File: src/rtl/hit_scheduler.sv
// hit_scheduler: frame-rate damage controller between the hit detector and
// the blood counter. Samples per-frame hit flags, masks them with per-target
// cooldown, and serves the two targets round-robin on one shared decrement bus.
// Optional combo bonus logic is built when HIT_SCHEDULER_COMBO_EN is defined.
module hit_scheduler #(
  parameter int HIT_PUNCH    = 15,
  parameter int HIT_KICK     = 10,
  parameter int HIT_INTERVAL = 5
`ifdef HIT_SCHEDULER_COMBO_EN
  , parameter int COMBO_WINDOW = 3
`endif
) (
  input  logic        clk,
  input  logic        reset_game,
  input  logic        keep,
  input  logic        fresh,
  input  logic [3:0]  hit,
  output logic [15:0] blood_dec,
  output logic        dec_valid,
  output logic [1:0]  grant,
  output logic        cool_a,
  output logic        cool_b,
  output logic [1:0]  combo_a,
  output logic [1:0]  combo_b
);

  typedef enum logic [1:0] {
    IDLE  = 2'd0,
    ARB   = 2'd1,
    APPLY = 2'd2
  } state_t;

  state_t      state, state_n;
  logic        fresh_d;
  logic        tick;
  logic        req_a, req_b, req_a_n, req_b_n;
  logic [3:0]  hit_lat, hit_lat_n;
  logic        rr, rr_n;
  logic [3:0]  cnt_a, cnt_b, cnt_a_n, cnt_b_n;
  logic [15:0] blood_dec_n;
  logic        dec_valid_n;
  logic [1:0]  grant_n;
  logic        serve_a;
  logic [2:0]  bonus_a, bonus_b;

  // Granted damage with saturation at one byte
  function automatic logic [7:0] damage(input logic punch, input logic kick,
                                        input logic [2:0] bonus);
    logic [9:0] sum;
    sum = 10'd0;
    if (punch) sum = sum + 10'(HIT_PUNCH);
    if (kick)  sum = sum + 10'(HIT_KICK);
    sum = sum + {7'd0, bonus};
    damage = (sum > 10'd255) ? 8'hFF : sum[7:0];
  endfunction

  assign tick   = fresh & ~fresh_d;
  assign cool_a = (cnt_a != 4'd0);
  assign cool_b = (cnt_b != 4'd0);

`ifdef HIT_SCHEDULER_COMBO_EN
  logic [3:0] win_a, win_b, win_a_n, win_b_n;
  logic [1:0] lvl_a, lvl_b, lvl_a_n, lvl_b_n;
  logic [1:0] lvl_a_up, lvl_b_up;

  assign lvl_a_up = (win_a != 4'd0) ? ((lvl_a == 2'd3) ? 2'd3 : lvl_a + 2'd1) : 2'd0;
  assign lvl_b_up = (win_b != 4'd0) ? ((lvl_b == 2'd3) ? 2'd3 : lvl_b + 2'd1) : 2'd0;
  assign bonus_a  = {lvl_a_up, 1'b0};
  assign bonus_b  = {lvl_b_up, 1'b0};
  assign combo_a  = lvl_a;
  assign combo_b  = lvl_b;
`else
  assign bonus_a  = 3'd0;
  assign bonus_b  = 3'd0;
  assign combo_a  = 2'd0;
  assign combo_b  = 2'd0;
`endif

  // Next-state and next-register values for the whole scheduler
  always_comb begin
    state_n     = state;
    req_a_n     = req_a;
    req_b_n     = req_b;
    hit_lat_n   = hit_lat;
    rr_n        = rr;
    cnt_a_n     = cnt_a;
    cnt_b_n     = cnt_b;
    blood_dec_n = 16'd0;
    dec_valid_n = 1'b0;
    grant_n     = 2'b00;
    serve_a     = 1'b0;
`ifdef HIT_SCHEDULER_COMBO_EN
    win_a_n     = win_a;
    win_b_n     = win_b;
    lvl_a_n     = lvl_a;
    lvl_b_n     = lvl_b;
`endif
    if (keep) begin
      state_n = IDLE;
      req_a_n = 1'b0;
      req_b_n = 1'b0;
    end else begin
      case (state)
        IDLE: begin
          if (tick) begin
            if (cnt_a != 4'd0) cnt_a_n = cnt_a - 4'd1;
            if (cnt_b != 4'd0) cnt_b_n = cnt_b - 4'd1;
            req_a_n   = (|hit[3:2]) & (cnt_a == 4'd0);
            req_b_n   = (|hit[1:0]) & (cnt_b == 4'd0);
            hit_lat_n = hit;
`ifdef HIT_SCHEDULER_COMBO_EN
            if (cnt_a == 4'd1)       win_a_n = 4'(COMBO_WINDOW);
            else if (win_a != 4'd0)  win_a_n = win_a - 4'd1;
            if (cnt_b == 4'd1)       win_b_n = 4'(COMBO_WINDOW);
            else if (win_b != 4'd0)  win_b_n = win_b - 4'd1;
`endif
            if (req_a_n || req_b_n) state_n = ARB;
          end
        end
        ARB: begin
          if (req_a || req_b) begin
            serve_a = req_a & (~req_b | ~rr);
            if (req_a && req_b) rr_n = ~rr;
            if (serve_a) begin
              req_a_n     = 1'b0;
              blood_dec_n = {damage(hit_lat[3], hit_lat[2], bonus_a), 8'd0};
              grant_n     = 2'b10;
              cnt_a_n     = 4'(HIT_INTERVAL);
`ifdef HIT_SCHEDULER_COMBO_EN
              lvl_a_n     = lvl_a_up;
`endif
            end else begin
              req_b_n     = 1'b0;
              blood_dec_n = {8'd0, damage(hit_lat[1], hit_lat[0], bonus_b)};
              grant_n     = 2'b01;
              cnt_b_n     = 4'(HIT_INTERVAL);
`ifdef HIT_SCHEDULER_COMBO_EN
              lvl_b_n     = lvl_b_up;
`endif
            end
            dec_valid_n = 1'b1;
            state_n     = APPLY;
          end else begin
            state_n = IDLE;
          end
        end
        APPLY: begin
          state_n = (req_a || req_b) ? ARB : IDLE;
        end
        default: begin
          state_n = IDLE;
        end
      endcase
    end
  end

  // FSM state register
  always_ff @(posedge clk or negedge reset_game) begin
    if (!reset_game) state <= IDLE;
    else             state <= state_n;
  end

  // Datapath registers: frame edge detect, requests, cooldowns, registered outputs
  always_ff @(posedge clk or negedge reset_game) begin
    if (!reset_game) begin
      fresh_d   <= 1'b0;
      req_a     <= 1'b0;
      req_b     <= 1'b0;
      hit_lat   <= 4'd0;
      rr        <= 1'b0;
      cnt_a     <= 4'd0;
      cnt_b     <= 4'd0;
      blood_dec <= 16'd0;
      dec_valid <= 1'b0;
      grant     <= 2'b00;
    end else begin
      fresh_d   <= fresh;
      req_a     <= req_a_n;
      req_b     <= req_b_n;
      hit_lat   <= hit_lat_n;
      rr        <= rr_n;
      cnt_a     <= cnt_a_n;
      cnt_b     <= cnt_b_n;
      blood_dec <= blood_dec_n;
      dec_valid <= dec_valid_n;
      grant     <= grant_n;
    end
  end

`ifdef HIT_SCHEDULER_COMBO_EN
  // Combo window counters and combo levels
  always_ff @(posedge clk or negedge reset_game) begin
    if (!reset_game) begin
      win_a <= 4'd0;
      win_b <= 4'd0;
      lvl_a <= 2'd0;
      lvl_b <= 2'd0;
    end else begin
      win_a <= win_a_n;
      win_b <= win_b_n;
      lvl_a <= lvl_a_n;
      lvl_b <= lvl_b_n;
    end
  end
`endif

endmodule

File: config.mk
export PLATFORM = sky130hd
export DESIGN_NAME = hit_scheduler
export DESIGN_NICKNAME = d
export VERILOG_FILES = /design/src/rtl/hit_scheduler.sv
export SDC_FILE = /design/constraint.sdc
export NUM_CORES = 1
export LEC_CHECK = 0
export BUFFER_PORTS_ARGS = -buffer_cell sky130_fd_sc_hd__buf_2
export CAP_MARGIN = 20
export CORE_UTILIZATION = 53
export CTS_CLUSTER_SIZE = 8
export DETAILED_ROUTE_END_ITERATION = 6
export PLACE_DENSITY = 0.78
export SLEW_MARGIN = 0
export SYNTH_ARGS = -nofsm -noshare
export SYNTH_HDL_FRONTEND = slang
export SYNTH_SLANG_ARGS = --single-unit
File: constraint.sdc
create_clock -name clk -period 1.8 [get_ports clk]
set_input_delay 0.18 -clock clk [delete_from_list [all_inputs] [get_ports clk]]
set_output_delay 0.18 -clock clk [all_outputs]
set_load 0.02 [all_outputs]
==> summary.md <==
| Metric | Value |
|---|---|
| Status | `completed` |
| Final instance area | `1720 um^2` |
| Synthesized flop and latch total | `31` |
| RePlAce Congestion | `0.790` |
| Final Setup Violations | `0` |
| Placed Area | `1610 um^2` |
| First-pass GRT wire length | `4.58 mm` |
| Clock Tree Root | `clkbuf_4` |
| Final min period | `1.72 ns` |
| Via density | `5.20` |
| Max layer used | `met4` |
| RSZ-0062 raised after global routing | `no` |
| Routed wire length | `around 2.6 mm` |
| Fillers | `219` |
| Deepest clock path buffer count | `2` |
| Critical Path RT | `1.62 ns` |
| Number of global-route vias before repair | `roughly 1,000` |
| Pre-CTS setup slack | `-0.0505 ns` |
| Cell Chain, Critical Path | `inv_1 > ha_1 > or3b_4 > buf_4` |
| Met1 Wirelength | `1.14 mm` |
| R2r startpoint | `cnt_b[0]` |
| Full die area | `3060 um^2` |
| Post-layout util | `66.4%` |
| Remaining global-route overflow | `0` |
| Actual slew at the worst max-slew pin | `about 0.67 ns` |
| Fin Clk Skew | `0.00900 ns` |
| # diodes | `0` |
| Leakage power | `0.867 nW` |
| Area Growth Syn to Fin | `14.2%` |
| Clk_lat worst skew | `0.33 ns` |
| Tcrit/Tclk final | `about 96%` |
| Synthesized cell area | `roughly 1500 um^2` |
| Initial Util | `58.2%` |
| Final WS setup | `0.0799 ns` |
| Dpl cells | `around 190` |
| Layout cells sized above 1 | `a little over a quarter` |
| Final hold violations | `0` |
| R2R Path End | `cnt_b[0]` |
| Worst hold endpoint | `hit_lat[3]` |
| Tot GR Track Use | `19.5%` |
| Maximum vdd ir drop | `828 uV` |
| Boundary Pins | `33` |
| Die H | `55.3 um` |
| CP max stage delay | `around 0.40 ns` |
| Row cnt | `18` |
| Slowest-stage cell, CP | `or3b_4` |
| Fmax | `581 MHz` |
| Post-route ant nets | `0` |
| Multi-input combinational cell area | `about 650 um^2` |
| Post-CTS setup repair buffer count | `0` |
| DRC viols | `0` |
| Pins over their slew limit | `0` |
| Register-to-Register Path Depth | `7` |
| DR WL/cell | `about 13 um` |
| Reg2Reg Setup Slack | `0.12 ns` |
| Core area | `2590 um^2` |
| Pwr dens | `1100 nW/um^2` |
| Pin count of the biggest net entering global routing | `32` |
| CTS Sinks | `31` |
| Post-route insts no fill | `201` |
| CP Class | `register to output pin` |
| Hold path depth | `2` |
| DP Wirelength | `slightly below 2 mm` |
| DR WL met3 | `112 um` |
| Crit end category | `output pin` |
| Router iterations before antenna repair | `4` |
| Crit path DAT | `1.54 ns` |
| Worst-path clk slew | `0.09 ns` |
| Crit Path Max Fanout | `3` |
| Input/output buffers | `22` |
| Nets | `186` |
| Die X | `55.3 um` |
| CTS tree | `built` |
| Crit start category | `register` |
| FF+latch area | `slightly below 800 um^2` |
| H-tree depth | `2` |
| Worst Hold Launch | `hit[3]` |
| Max_cap viols | `0` |
| Iteration-0 DRC Markers | `37` |
| Synth Area per Inst | `10.8 um^2` |
| Met2 WL | `1.31 mm` |
| Synth Instances | `140` |
| Post-synth cell types | `37` |
| Post-synthesis sequential area ratio | `51.5%` |
| Yosys Warn Count | `0` |
| Number of CTS-inserted buffers | `5` |
| Initial antenna violation count | `0` |
| Total Power | `1.89 mW` |
| Relative slew slack | `55.3%` |
| Via count | `1,046` |
| Hold Crit Class | `input port to register` |
[sequential cells by signal, summed over array words and instances, names as in the netlist, 2 cells and up]
register and count:
hit_lat 4, cnt_b 4, cnt_a 4, grant 2, state 2, blood_dec 10
[cells by family after synthesis]
family | after synthesis | synth area share [%]
AOI/OAI and AO/OA | 19 | 7.89
xor gates and xnor gates | 1 | 0.582
adders and majority gates | 8 | 6.64
buffers and inverters | 23 | 8.72
DFF | 31 | 51.5
muxes | 5 | 3.65
other | 1 | 0.249
and+or+nand+nor | 52 | 20.8
[worst max path at each step]
stage	from	endpoint	cells after the start
floorplan	cnt_a[0]	cnt_a[0]	6
finish	cnt_a[0]	cool_a	4
detailed placement	cnt_b[0]	cnt_b[0]	7
global route	cnt_a[0]	cool_a	4
global placement	cnt_a[0]	cnt_a[0]	6
CTS	cnt_b[0]	cool_b	5
[cell usage in the layout (no fill, tap or decap), types with 4 or more instances in the layout]
cell and instances:
and2_1 8, buf_2 21, nand2_1 5, nor3_1 4
a21oi_1 4, nor2_1 14, o21ai_0 4, mux2_2 4
clkbuf_4 5, dfrtp_1 31, conb_1 10, ha_1 7
inv_1 10
[power breakdown]
| group | total, mW | switching, mW | internal (mW) | leakage, nW |
|---|---|---|---|---|
| combinational | 0.524 | 0.298 | 0.225 | 0.422 |
| clock | 0.454 | 0.224 | 0.230 | 0.0386 |
| sequential | 0.912 | 0.103 | 0.809 | 0.406 |
[cells in the mapped netlist]
| cell | count | share of area, % |
|---|---|---|
| ha_1 | 8 | 6.6 |
| o21ai_1 | 3 | 1.0 |
| nand2b_1 | 3 | 1.2 |
| clkbuf_1 | 1 | 0.25 |
| o22ai_1 | 1 | 0.42 |
| o21ai_0 | 4 | 1.3 |
| or4_1 | 3 | 1.5 |
| or3b_1 | 1 | 0.58 |
| nor3b_1 | 1 | 0.50 |
| and2_1 | 8 | 3.3 |
| xor2_1 | 1 | 0.58 |
| nor3b_2 | 1 | 0.83 |
| nor2b_2 | 1 | 0.58 |
| inv_1 | 11 | 2.7 |
| nor3_1 | 4 | 1.3 |
| nand3_1 | 2 | 0.66 |
| o31ai_1 | 3 | 1.5 |
| buf_6 | 1 | 0.75 |
| a22oi_2 | 1 | 0.83 |
| nor2b_1 | 1 | 0.42 |
| a31oi_1 | 1 | 0.42 |
| mux2i_1 | 1 | 0.66 |
| a21boi_1 | 1 | 0.50 |
| conb_1 | 1 | 0.25 |
| a21oi_1 | 4 | 1.3 |
| nand2_1 | 5 | 1.2 |
| or2_1 | 1 | 0.42 |
| dfrtp_1 | 31 | 51 |
| a311oi_1 | 1 | 0.58 |
| nor2_1 | 14 | 3.5 |
| mux2_2 | 4 | 3.0 |
| nor4_2 | 1 | 0.83 |
| nor4b_4 | 1 | 1.6 |
| buf_4 | 10 | 5.0 |
| nand2_2 | 1 | 0.42 |
| or3_1 | 3 | 1.2 |
| or3b_2 | 1 | 0.58 |
[per-stage QoR]
stage | setup TNS (ns) | hold slack, ns
5_1_grt | 0 | 0.0833
6_report | 0 | 0.0912
3_3_place_gp | 0 | 0.246
4_1_cts | 0 | 0.0895
3_5_place_dp | -0.112 | 0.253
2_1_floorplan | 0 | -0.116
[critical path, delay by kind of cell (launching register included)]
kind,cells,cell delay (ns)
simple gates,1,0.40
flops,1,0.39
buf+inv,2,0.26
fa+ha+maj,1,0.16
[timing repair]
action	CTS	global route
gates resized for setup	3	3
pin swaps	0	0
endpoints found under the hold margin	32	0
hold buffers	2	0
setup endpoints to repair	5	4
[final cells by class]
cell class / count / share of cell area [%]
multi-input cells: 95 / 37.7
flip-flops and latches: 31 / 45.1
inverters: 11 / 2.40
well taps: 30 / 2.18
clock buffers: 8 / 4.00
repair buffers: 26 / 8.58
[metal layers]
layer,up-vias,GRT usage [%]
li1,512,-
met1,494,23.6
met2,33,32.7
met3,7,4.45
met4,0,9.64
met5,-,0
(Power assumes the default switching activity.)
